==> config.mk <==
export PLATFORM = sky130hd
export DESIGN_NAME = relogio_seq_ctrl_flat
export DESIGN_NICKNAME = d
export VERILOG_FILES = /design/src/rtl/relogio_seq_ctrl_if.sv /design/src/rtl/relogio_seq_ctrl.sv /design/src/flat_wrapper.sv
export SDC_FILE = /design/constraint.sdc
export NUM_CORES = 1
export LEC_CHECK = 0
export BUFFER_PORTS_ARGS = -buffer_cell sky130_fd_sc_hd__buf_2
export CAP_MARGIN = 30
export CORE_MARGIN = 2
export CORE_UTILIZATION = 40
export CTS_CLUSTER_DIAMETER = 200
export DETAILED_ROUTE_END_ITERATION = 16
export PLACE_DENSITY = 0.76
export SETUP_SLACK_MARGIN = 0.02
export SYNTH_ARGS = -nofsm -noshare
export SYNTH_HDL_FRONTEND = slang
export SYNTH_SLANG_ARGS = --single-unit
export TNS_END_PERCENT = 5
==> constraint.sdc <==
create_clock -name clk -period 3.6 [get_ports clk]
set_input_delay 0.72 -clock clk [delete_from_list [all_inputs] [get_ports clk]]
set_output_delay 0.72 -clock clk [all_outputs]
set_load 0.005 [all_outputs]
==> src/rtl/relogio_seq_ctrl_if.sv <==
// Bus between the clock sequencer and the six BCD digit counters.
// Carries the tick and button inputs, the digit feedback, and the strobe outputs.
interface relogio_seq_ctrl_if;
  localparam int unsigned DIGITS = 6;
  localparam int unsigned Q_W    = 4;
  localparam int unsigned MODE_W = 2;

  logic              tick_in;
  logic              btn_mode;
  logic              btn_inc;
  logic [Q_W-1:0]    q_su;
  logic [Q_W-1:0]    q_st;
  logic [Q_W-1:0]    q_mu;
  logic [Q_W-1:0]    q_mt;
  logic [Q_W-1:0]    q_hu;
  logic [Q_W-1:0]    q_ht;
  logic [DIGITS-1:0] cnt_en;
  logic [DIGITS-1:0] cnt_clr;
  logic [MODE_W-1:0] mode;
  logic              blink;

  // Driver side: timebase, buttons and counter feedback.
  modport master (
    output tick_in, btn_mode, btn_inc,
    output q_su, q_st, q_mu, q_mt, q_hu, q_ht,
    input  cnt_en, cnt_clr, mode, blink
  );

  // Sequencer side.
  modport slave (
    input  tick_in, btn_mode, btn_inc,
    input  q_su, q_st, q_mu, q_mt, q_hu, q_ht,
    output cnt_en, cnt_clr, mode, blink
  );
endinterface

==> src/rtl/relogio_seq_ctrl.sv <==
// Digital clock sequencer: turns timebase ticks and button presses into
// count-enable / synchronous-clear strobes for six BCD digit counters,
// implementing the carry chain and the RUN / SET_H / SET_M mode machine.
// Digit values are never stored here; the counters are read back as feedback.
module relogio_seq_ctrl #(
  parameter int unsigned TICKS_PER_SEC = 1
) (
  input  logic              clk,
  input  logic              rst,
  relogio_seq_ctrl_if.slave bus
);

  localparam int unsigned PRE_W  = 10;
  localparam int unsigned DIGITS = 6;
  localparam logic [PRE_W-1:0] PRE_LAST = PRE_W'(TICKS_PER_SEC - 1);

  typedef enum logic [1:0] {
    RUN   = 2'b00,
    SET_H = 2'b01,
    SET_M = 2'b10
  } modeT;

  modeT              modeQ;
  logic [PRE_W-1:0]  prescaler;
  logic              prevMode;
  logic              prevInc;
  logic              pendSec;
  logic              pendMode;
  logic              pendInc;
  logic [DIGITS-1:0] cntEnQ;
  logic [DIGITS-1:0] cntClrQ;
  logic              blinkQ;

  logic secNow;
  logic modeNow;
  logic incNow;
  logic busy;
  logic secEv;
  logic modeEv;
  logic incEv;

  logic suMax;
  logic stMax;
  logic muMax;
  logic mtMax;
  logic huMax;
  logic hoursWrap;

  logic [1:0]        hrEn;
  logic [1:0]        hrClr;
  logic [1:0]        minEn;
  logic [1:0]        minClr;
  logic [DIGITS-1:0] runEn;
  logic [DIGITS-1:0] runClr;

  // Raw events seen at this edge.
  assign secNow  = bus.tick_in && (prescaler == PRE_LAST);
  assign modeNow = bus.btn_mode && !prevMode;
  assign incNow  = bus.btn_inc && !prevInc;

  // Feedback is stale while last cycle's strobe is still being applied.
  assign busy = (|cntEnQ) || (|cntClrQ);

  // Events serviced at this edge; a mode press swallows a coincident inc press.
  assign secEv  = !busy && (secNow || pendSec);
  assign modeEv = !busy && (modeNow || pendMode);
  assign incEv  = !busy && (incNow || pendInc) && !modeEv;

  // Out-of-range digits count as at-max so the clock always recovers.
  assign suMax     = bus.q_su >= 4'd9;
  assign stMax     = bus.q_st >= 4'd5;
  assign muMax     = bus.q_mu >= 4'd9;
  assign mtMax     = bus.q_mt >= 4'd5;
  assign huMax     = bus.q_hu >= 4'd9;
  assign hoursWrap = (bus.q_ht > 4'd2) || ((bus.q_ht == 4'd2) && (bus.q_hu >= 4'd3));

  // Hours pair advance: 23 -> 00, x9 -> (x+1)0, otherwise bump units.
  always_comb begin : hoursAdvance
    hrEn  = 2'b00;
    hrClr = 2'b00;
    if (hoursWrap) begin
      hrClr = 2'b11;
    end else if (huMax) begin
      hrClr = 2'b01;
      hrEn  = 2'b10;
    end else begin
      hrEn = 2'b01;
    end
  end

  // Minutes pair advance used in SET_M; wraps 59 -> 00 without touching hours.
  always_comb begin : minutesAdvance
    minEn  = 2'b00;
    minClr = 2'b00;
    if (!muMax) begin
      minEn[0] = 1'b1;
    end else begin
      minClr[0] = 1'b1;
      if (!mtMax) begin
        minEn[1] = 1'b1;
      end else begin
        minClr[1] = 1'b1;
      end
    end
  end

  // Full ripple from seconds units through the hours pair.
  always_comb begin : runChain
    runEn  = '0;
    runClr = '0;
    if (!suMax) begin
      runEn[0] = 1'b1;
    end else begin
      runClr[0] = 1'b1;
      if (!stMax) begin
        runEn[1] = 1'b1;
      end else begin
        runClr[1] = 1'b1;
        if (!muMax) begin
          runEn[2] = 1'b1;
        end else begin
          runClr[2] = 1'b1;
          if (!mtMax) begin
            runEn[3] = 1'b1;
          end else begin
            runClr[3]   = 1'b1;
            runEn[5:4]  = hrEn;
            runClr[5:4] = hrClr;
          end
        end
      end
    end
  end

  // Prescaler, button history, pending flags and the mode machine.
  always_ff @(posedge clk or posedge rst) begin
    if (rst) begin
      modeQ     <= RUN;
      prescaler <= '0;
      prevMode  <= 1'b0;
      prevInc   <= 1'b0;
      pendSec   <= 1'b0;
      pendMode  <= 1'b0;
      pendInc   <= 1'b0;
      cntEnQ    <= '0;
      cntClrQ   <= '0;
      blinkQ    <= 1'b0;
    end else begin
      prevMode <= bus.btn_mode;
      prevInc  <= bus.btn_inc;
      cntEnQ   <= '0;
      cntClrQ  <= '0;

      if (modeEv && (modeQ == SET_M)) begin
        prescaler <= '0;
      end else if (bus.tick_in) begin
        prescaler <= secNow ? '0 : prescaler + PRE_W'(1);
      end

      if (busy) begin
        pendSec  <= pendSec  || secNow;
        pendMode <= pendMode || modeNow;
        pendInc  <= pendInc  || incNow;
      end else begin
        pendSec  <= 1'b0;
        pendMode <= 1'b0;
        pendInc  <= 1'b0;
      end

      case (modeQ)
        RUN: begin
          blinkQ <= 1'b0;
          if (secEv) begin
            cntEnQ  <= runEn;
            cntClrQ <= runClr;
          end
          if (modeEv) begin
            modeQ <= SET_H;
          end
        end
        SET_H: begin
          if (secEv) begin
            blinkQ <= !blinkQ;
          end
          if (modeEv) begin
            modeQ <= SET_M;
          end else if (incEv) begin
            cntEnQ  <= {hrEn, 4'b0000};
            cntClrQ <= {hrClr, 4'b0000};
          end
        end
        SET_M: begin
          if (modeEv) begin
            modeQ   <= RUN;
            blinkQ  <= 1'b0;
            cntClrQ <= 6'b000011;
          end else begin
            if (secEv) begin
              blinkQ <= !blinkQ;
            end
            if (incEv) begin
              cntEnQ  <= {2'b00, minEn, 2'b00};
              cntClrQ <= {2'b00, minClr, 2'b00};
            end
          end
        end
        default: begin
          modeQ  <= RUN;
          blinkQ <= 1'b0;
        end
      endcase
    end
  end

  assign bus.cnt_en  = cntEnQ;
  assign bus.cnt_clr = cntClrQ;
  assign bus.mode    = modeQ;
  assign bus.blink   = blinkQ;

endmodule

==> src/flat_wrapper.sv <==
// flat-port wrapper written by rule: the top's interface ports become plain ports
module relogio_seq_ctrl_flat 
#(
  parameter int unsigned TICKS_PER_SEC = 1
)
  (clk, rst, bus_tick_in, bus_btn_mode, bus_btn_inc, bus_q_su, bus_q_st, bus_q_mu, bus_q_mt, bus_q_hu, bus_q_ht, bus_cnt_en, bus_cnt_clr, bus_mode, bus_blink);
  relogio_seq_ctrl_if bus_i ();
  input  logic clk;
  input  logic rst;
  input wire logic [$bits(bus_i.tick_in)-1:0] bus_tick_in;
  input wire logic [$bits(bus_i.btn_mode)-1:0] bus_btn_mode;
  input wire logic [$bits(bus_i.btn_inc)-1:0] bus_btn_inc;
  input wire logic [$bits(bus_i.q_su)-1:0] bus_q_su;
  input wire logic [$bits(bus_i.q_st)-1:0] bus_q_st;
  input wire logic [$bits(bus_i.q_mu)-1:0] bus_q_mu;
  input wire logic [$bits(bus_i.q_mt)-1:0] bus_q_mt;
  input wire logic [$bits(bus_i.q_hu)-1:0] bus_q_hu;
  input wire logic [$bits(bus_i.q_ht)-1:0] bus_q_ht;
  output wire logic [$bits(bus_i.cnt_en)-1:0] bus_cnt_en;
  output wire logic [$bits(bus_i.cnt_clr)-1:0] bus_cnt_clr;
  output wire logic [$bits(bus_i.mode)-1:0] bus_mode;
  output wire logic [$bits(bus_i.blink)-1:0] bus_blink;
  assign bus_i.tick_in = bus_tick_in;
  assign bus_i.btn_mode = bus_btn_mode;
  assign bus_i.btn_inc = bus_btn_inc;
  assign bus_i.q_su = bus_q_su;
  assign bus_i.q_st = bus_q_st;
  assign bus_i.q_mu = bus_q_mu;
  assign bus_i.q_mt = bus_q_mt;
  assign bus_i.q_hu = bus_q_hu;
  assign bus_i.q_ht = bus_q_ht;
  assign bus_cnt_en = bus_i.cnt_en;
  assign bus_cnt_clr = bus_i.cnt_clr;
  assign bus_mode = bus_i.mode;
  assign bus_blink = bus_i.blink;
  relogio_seq_ctrl #(.TICKS_PER_SEC(TICKS_PER_SEC)) u_core (.clk(clk), .rst(rst), .bus(bus_i));
endmodule
== Word level (Yosys, flattened, before mapping) ==
Index checks and enable logic that the tools add are counted.
Storage, ports and cells
  memories: 0
  input port bits: 29
  bits in latches: 0
  word-level logic and storage cells: 93
  bits in read-only memories: 0
  bits in registers: 30
  memory bits (writable): 0
Cells by class
  muxes and demuxes: 44
  $lt $le $gt $ge: 7
  shifts and indexed selects: 0
  add/sub/neg operators: 1
  div/mod/pow operators: 0
  multiply operators: 0
  bitwise operators: 0
  reduce and logical (&&, ||, !) cells: 25
  equality and inequality tests: 6
Operators by type and width (count)
  $mux 6: 9
  $pmux 6 s3: 2
  $mux 10: 3
  $mux 2: 8
  $mux 4: 4
  $ge 4x4->1 const B: 3
  $mux 1: 12
  $reduce_or 6->1: 2
  $add 10x1->10 const B: 1
  $logic_not 10->1: 1
  $mux 5: 2
  $logic_and 1x1->1: 9
  $ge 4x3->1 const B: 2
  $mux 3: 2
  $ne 2x1->1 const B: 3
  $pmux 2 s3: 1
  $logic_not 1->1: 5
  $logic_or 1x1->1: 5
  $eq 4x2->1 const B: 1
  $ge 4x2->1 const B: 1
  $gt 4x2->1 const B: 1
  $reduce_and 3->1: 1
  $eq 2x1->1 const B: 1
  $eq 2x2->1 const B: 1
  3 further kinds: 3

== Longest topological paths before layout ==
  word-level depth: 10
  mapped depth: 6

== Worst setup path after synthesis ==
Ideal clock, no wire load.
  kind: input-to-reg
  start: in bus_q_hu[1]
  end: reg u_core.cntClrQ[4], in the netlist u_core.bus.cnt_clr[4]
  data arrival time: 1.651 ns
  setup time: 0.132 ns
  path slack: 1.818 ns
  stages on the path: 4
  data required time: 3.468 ns
  cells stage by stage: a2111o_1 a211oi_1 nand2b_1 a21boi_0
On the way
  word-level cells in the longest chain between the ends: 10
Ends and longest elaborated chain
  from (decl): line flat_wrapper.sv:17  | input wire logic [$bits(bus_i.q_hu)-1:0] bus_q_hu;
  $ge 4x2->1: line relogio_seq_ctrl.sv:75  | assign hoursWrap = (bus.q_ht > 4'd2) || ((bus.q_ht == 4'd2) && (bus.q_hu >= 4'd3));
  $logic_and 1x1->1: line relogio_seq_ctrl.sv:75
  $logic_or 1x1->1: line relogio_seq_ctrl.sv:75
  $mux 2 (*): line relogio_seq_ctrl.sv:81  | if (hoursWrap) begin
  $mux 3: line relogio_seq_ctrl.sv:123  | if (!mtMax) begin
  $mux 4: line relogio_seq_ctrl.sv:119  | if (!muMax) begin
  $mux 5: line relogio_seq_ctrl.sv:115  | if (!stMax) begin
  $mux 6: line relogio_seq_ctrl.sv:111  | if (!suMax) begin
  $mux 6: line relogio_seq_ctrl.sv:173  | if (secEv) begin
  $pmux 6 s3 (*): line relogio_seq_ctrl.sv:170  | case (modeQ)
  to (signal assigned): line relogio_seq_ctrl.sv:175  | cntClrQ <= runClr;
  to (signal assigned): line relogio_seq_ctrl.sv:189  | cntClrQ <= {hrClr, 4'b0000};
  to (signal assigned): line relogio_seq_ctrl.sv:203  | cntClrQ <= {2'b00, minClr, 2'b00};
  to (decl): line relogio_seq_ctrl.sv:31  | logic [DIGITS-1:0] cntClrQ;
Mark *: on every way between the ends. The rest lies on a longest branch, timed or not.
A chain may end at the register's enable or synchronous reset.

== Final worst setup path ==
  start: reg u_core.cntClrQ[5], in the netlist u_core.bus.cnt_clr[5]
  end: reg u_core.cntEnQ[3], in the netlist u_core.bus.cnt_en[3]
On the way
  word-level cells in the longest chain between the ends: 9
Ends and longest elaborated chain
  $reduce_or 6->1 (*): line relogio_seq_ctrl.sv:62  | assign busy = (|cntEnQ) || (|cntClrQ);
  $logic_or 1x1->1 (*): line relogio_seq_ctrl.sv:62
  $logic_not 1->1 (*): line relogio_seq_ctrl.sv:65, relogio_seq_ctrl.sv:66, relogio_seq_ctrl.sv:67
  $logic_and 1x1->1: line relogio_seq_ctrl.sv:66  | assign modeEv = !busy && (modeNow || pendMode);
  $logic_not 1->1: line relogio_seq_ctrl.sv:67  | assign incEv = !busy && (incNow || pendInc) && !modeEv;
  $logic_and 1x1->1: line relogio_seq_ctrl.sv:67
  $mux 4: line relogio_seq_ctrl.sv:201  | if (incEv) begin
  $mux 6: line relogio_seq_ctrl.sv:193  | if (modeEv) begin
  $pmux 6 s3 (*): line relogio_seq_ctrl.sv:170
  to (signal assigned): line relogio_seq_ctrl.sv:174  | cntEnQ <= runEn;
  to (signal assigned): line relogio_seq_ctrl.sv:188  | cntEnQ <= {hrEn, 4'b0000};
  to (signal assigned): line relogio_seq_ctrl.sv:202  | cntEnQ <= {2'b00, minEn, 2'b00};
  to (decl): line relogio_seq_ctrl.sv:30  | logic [DIGITS-1:0] cntEnQ;
Marked as above.

==> flow_metrics.env <==
export IMPL_fp_row_count=23
export IMPL_syn2layout_area_growth_pct=23.23
export IMPL_grt_ovfl_total=0
export IMPL_path_max_fanout=9
export IMPL_root_buffer="clkbuf_8"
export IMPL_synthFlopType="dfrtp_1"
export IMPL_pre_cts_slack_ns=1.551
export IMPL_drive_gt1_share_pct=33.17
export IMPL_post_route_period_util_pct=54.36
export IMPL_r2r_start="u_core.bus.cnt_clr[5]"
export IMPL_initial_core_util_pct=41.13
export IMPL_insertion_delay_ns=0.28
export IMPL_required_ns=3.78
export IMPL_avgSynthCellArea_sq_um=10.46
export IMPL_die_w_um=67.67
export IMPL_fmax_mhz=511.0
export IMPL_h_tree_depth=2
export IMPL_multiInputGateArea_sq_um=813.3
export IMPL_timing_final_max_slew_violations=0
export IMPL_synthCells=155
export IMPL_placed_cell_area_sq_mm=0.001903
export IMPL_setup_viol=0
export IMPL_crit_start="u_core.bus.cnt_clr[5]"
export IMPL_nFillCells=373
export IMPL_ys_warn_count=0
export IMPL_gp_congestion=0.8102
export IMPL_routed_wl_mm=3.526
export IMPL_fp_dieH_um=67.67
export IMPL_met1_usage_pct=20.57
export IMPL_holdCritPathClass="primary input to asynchronous set/reset pin"
export IMPL_path_class="register to register"
export IMPL_setup_ws_ns=1.643
export IMPL_finalNonFillerCells=252
export IMPL_ys_seq_area_share_pct=46.30
export IMPL_numCtsBuffers=5
export IMPL_grt_pass1_vias=1223
export IMPL_peakVddDrop_uv=270.9
export IMPL_rsz0062_at_grt="no"
export IMPL_grt_usage_pct=17.53
export IMPL_powerDensity_mw_per_mm2=656.5
export IMPL_holdBufCountCts=0
export IMPL_antenna_left=0
export IMPL_portBuffers=43
export IMPL_via_per_inst=5.254
export IMPL_clk_path_buf_depth=2
export IMPL_crit_path_start_kind="register"
export IMPL_clkTransAtPathRegs_ns=0.07
export IMPL_slew_headroom_pct=59.78
export IMPL_regArea_sq_um=750.7
export IMPL_maxCapViolCount=0
export IMPL_regToRegSetupSlack_ns=1.64
export IMPL_synth_nets=190
export IMPL_dp_cells=244
export IMPL_grt_busiest_layer="met2"
export IMPL_synth_edf_count=0
export IMPL_final_setup_tns_ns=0
export IMPL_die_area_sq_mm=0.004579
export IMPL_drc=0
export IMPL_worst_r2r_path_depth=4
export IMPL_skew_ns=0.003011
export IMPL_yosysUniqueCellTypes=44
export IMPL_grt_met3_usage_pct=5.167
export IMPL_outcome="completed"
export IMPL_arrival_ns=2.13
export IMPL_cts_setup_buffers=0
export IMPL_use_met2_pct=29.90
export IMPL_tritoncts="yes"
export IMPL_firstDrtPassIters=4
export IMPL_drtIter0Drc=64
export IMPL_worstMarginPinSlew_ns=0.5982
export IMPL_antenna_found_initial=0
export IMPL_reg2reg_to="u_core.bus.cnt_en[3]"
export IMPL_grt_pass1_wl_mm=5.775
export IMPL_finalPower_mw=1.312
export IMPL_num_antenna_cells=0
export IMPL_crit_path_end_kind="register"
export IMPL_clock_sinks=30
export IMPL_hold_viol_final=0
export IMPL_nNetsFinal=236
export IMPL_leakage_nw=0.9650
export IMPL_core_area_sq_mm=0.003943
export IMPL_cts_resized=0
export IMPL_vias=1324
export IMPL_fin_area_sq_mm=0.001998
export IMPL_fin_crit_ns=1.957
export IMPL_grt_max_degree=23
export IMPL_synth_seq_cells=30
export IMPL_ioPinCount=44
export IMPL_synth_area_sq_mm=0.001622
export IMPL_hpwlAfterDp_mm=2.833
export IMPL_async_flop_share_pct=100.0
export IMPL_routedWlPerCell_um=13.99
==> metal layers <==
layer / up-vias / share of wire (%) / wire length, um
met2: 29 / 51 / 1813
met1: 632 / 43 / 1507
met5: - / 0 / 0
li1: 658 / - / -
met3: 5 / 4.0 / 142
met4: 0 / 1.8 / 63
==> worst max-delay path by stage <==
stage                                        to  slack (ns)  cells after the start
after global placement     u_core.bus.cnt_en[1]        1.62                      5
after detailed placement   u_core.bus.cnt_en[1]        1.55                      5
after CTS                  u_core.bus.cnt_en[3]        1.63                      4
after floorplan           u_core.bus.cnt_clr[4]        1.82                      4
final                      u_core.bus.cnt_en[3]        1.64                      4
after global routing       u_core.bus.cnt_en[3]        1.50                      4
==> flip-flops by register name, summed over array words and instances, names as in the netlist <==
name	cells
u_core.bus.blink	1
u_core.bus.cnt_clr	6
u_core.bus.cnt_en	6
u_core.bus.mode	2
u_core.pendInc	1
u_core.pendMode	1
u_core.pendSec	1
u_core.prescaler	10
u_core.prevInc	1
u_core.prevMode	1
==> cells in the mapped netlist (2+ instances only) <==
| library cell | instances | area share, % |
|---|---|---|
| dfrtp_1 | 30 | 46 |
| nor2_1 | 14 | 3.2 |
| a21oi_1 | 13 | 4.0 |
| inv_1 | 9 | 2.1 |
| nand2_1 | 7 | 1.6 |
| ha_1 | 6 | 4.6 |
| nor3_1 | 6 | 1.9 |
| nand3_1 | 5 | 1.5 |
| nand4_1 | 5 | 1.9 |
| xnor2_1 | 5 | 2.7 |
| a211oi_1 | 4 | 1.9 |
| and3_1 | 3 | 1.2 |
| clkbuf_1 | 3 | 0.69 |
| nor4_2 | 3 | 2.3 |
| o21ai_0 | 3 | 0.93 |
| o31ai_1 | 3 | 1.4 |
| or2_2 | 3 | 1.2 |
| a21boi_0 | 2 | 0.93 |
| a311oi_1 | 2 | 1.1 |
| and2_1 | 2 | 0.77 |
| nand2b_1 | 2 | 0.77 |
| nor2b_1 | 2 | 0.77 |
| nor4b_4 | 2 | 2.9 |
==> placed cells by master, fill, tap and decap left out, drive strengths merged, types with 2 or more instances in the layout <==
master | Yosys | routed
a211oi | 4 | 4
a21boi | 2 | 2
a21oi | 13 | 13
a311oi | 2 | 2
a41oi | 2 | 2
and2 | 2 | 2
and3 | 3 | 3
buf | 2 | 44
clkbuf | 3 | 6
dfrtp | 30 | 30
ha | 6 | 6
inv | 9 | 9
nand2 | 7 | 7
nand2b | 2 | 2
nand3 | 5 | 5
nand3b | 2 | 2
nand4 | 6 | 6
nor2 | 15 | 15
nor2b | 2 | 2
nor3 | 6 | 6
nor4 | 3 | 3
nor4b | 2 | 2
o21ai | 3 | 3
o31ai | 3 | 3
or2 | 3 | 3
or3 | 2 | 2
xnor2 | 5 | 5
==> area by class of cell <==
type,instances,area share [%]
multi-input cells,111,40.70
flip-flops and latches,30,37.57
repair buffers,44,12.15
clock buffers,6,4.133
well taps,50,3.131
inverters,9,1.691
clock inverters,2,0.6262
==> critical path, cell delays in order (launching register included) <==
cell       delay [ns]
dfrtp_1          0.39
nor4_2           0.37
and3_1           0.45
nand4_2          0.24
a2111oi_2        0.40
==> power breakdown <==
group | switching [mW] | leakage (nW) | internal, mW
combinational | 0.312 | 0.513 | 0.228
sequential | 0.0755 | 0.405 | 0.409
clock | 0.134 | 0.0472 | 0.153
total | 0.522 | 0.965 | 0.790
==> metrics by stage <==
stage | util [%] | hold WS [ns]
after floorplan | - | 0.4811
after global placement | 47.57 | 0.5095
after detailed placement | 48.27 | 0.5158
after CTS | 50.68 | 0.4242
after global routing | 50.68 | 0.4547
final | 50.68 | 0.4189
==> cell families after synthesis <==
logic type	after synthesis	synth area share (%)
buffers and inverters	14	3.549
AND/OR/NAND/NOR	63	25.62
adder cells (fa/ha/maj)	6	4.630
AO/OA/AOI/OAI	36	16.67
flip-flops	30	46.30
XOR/XNOR	6	3.241
(Power assumes the default switching activity.)
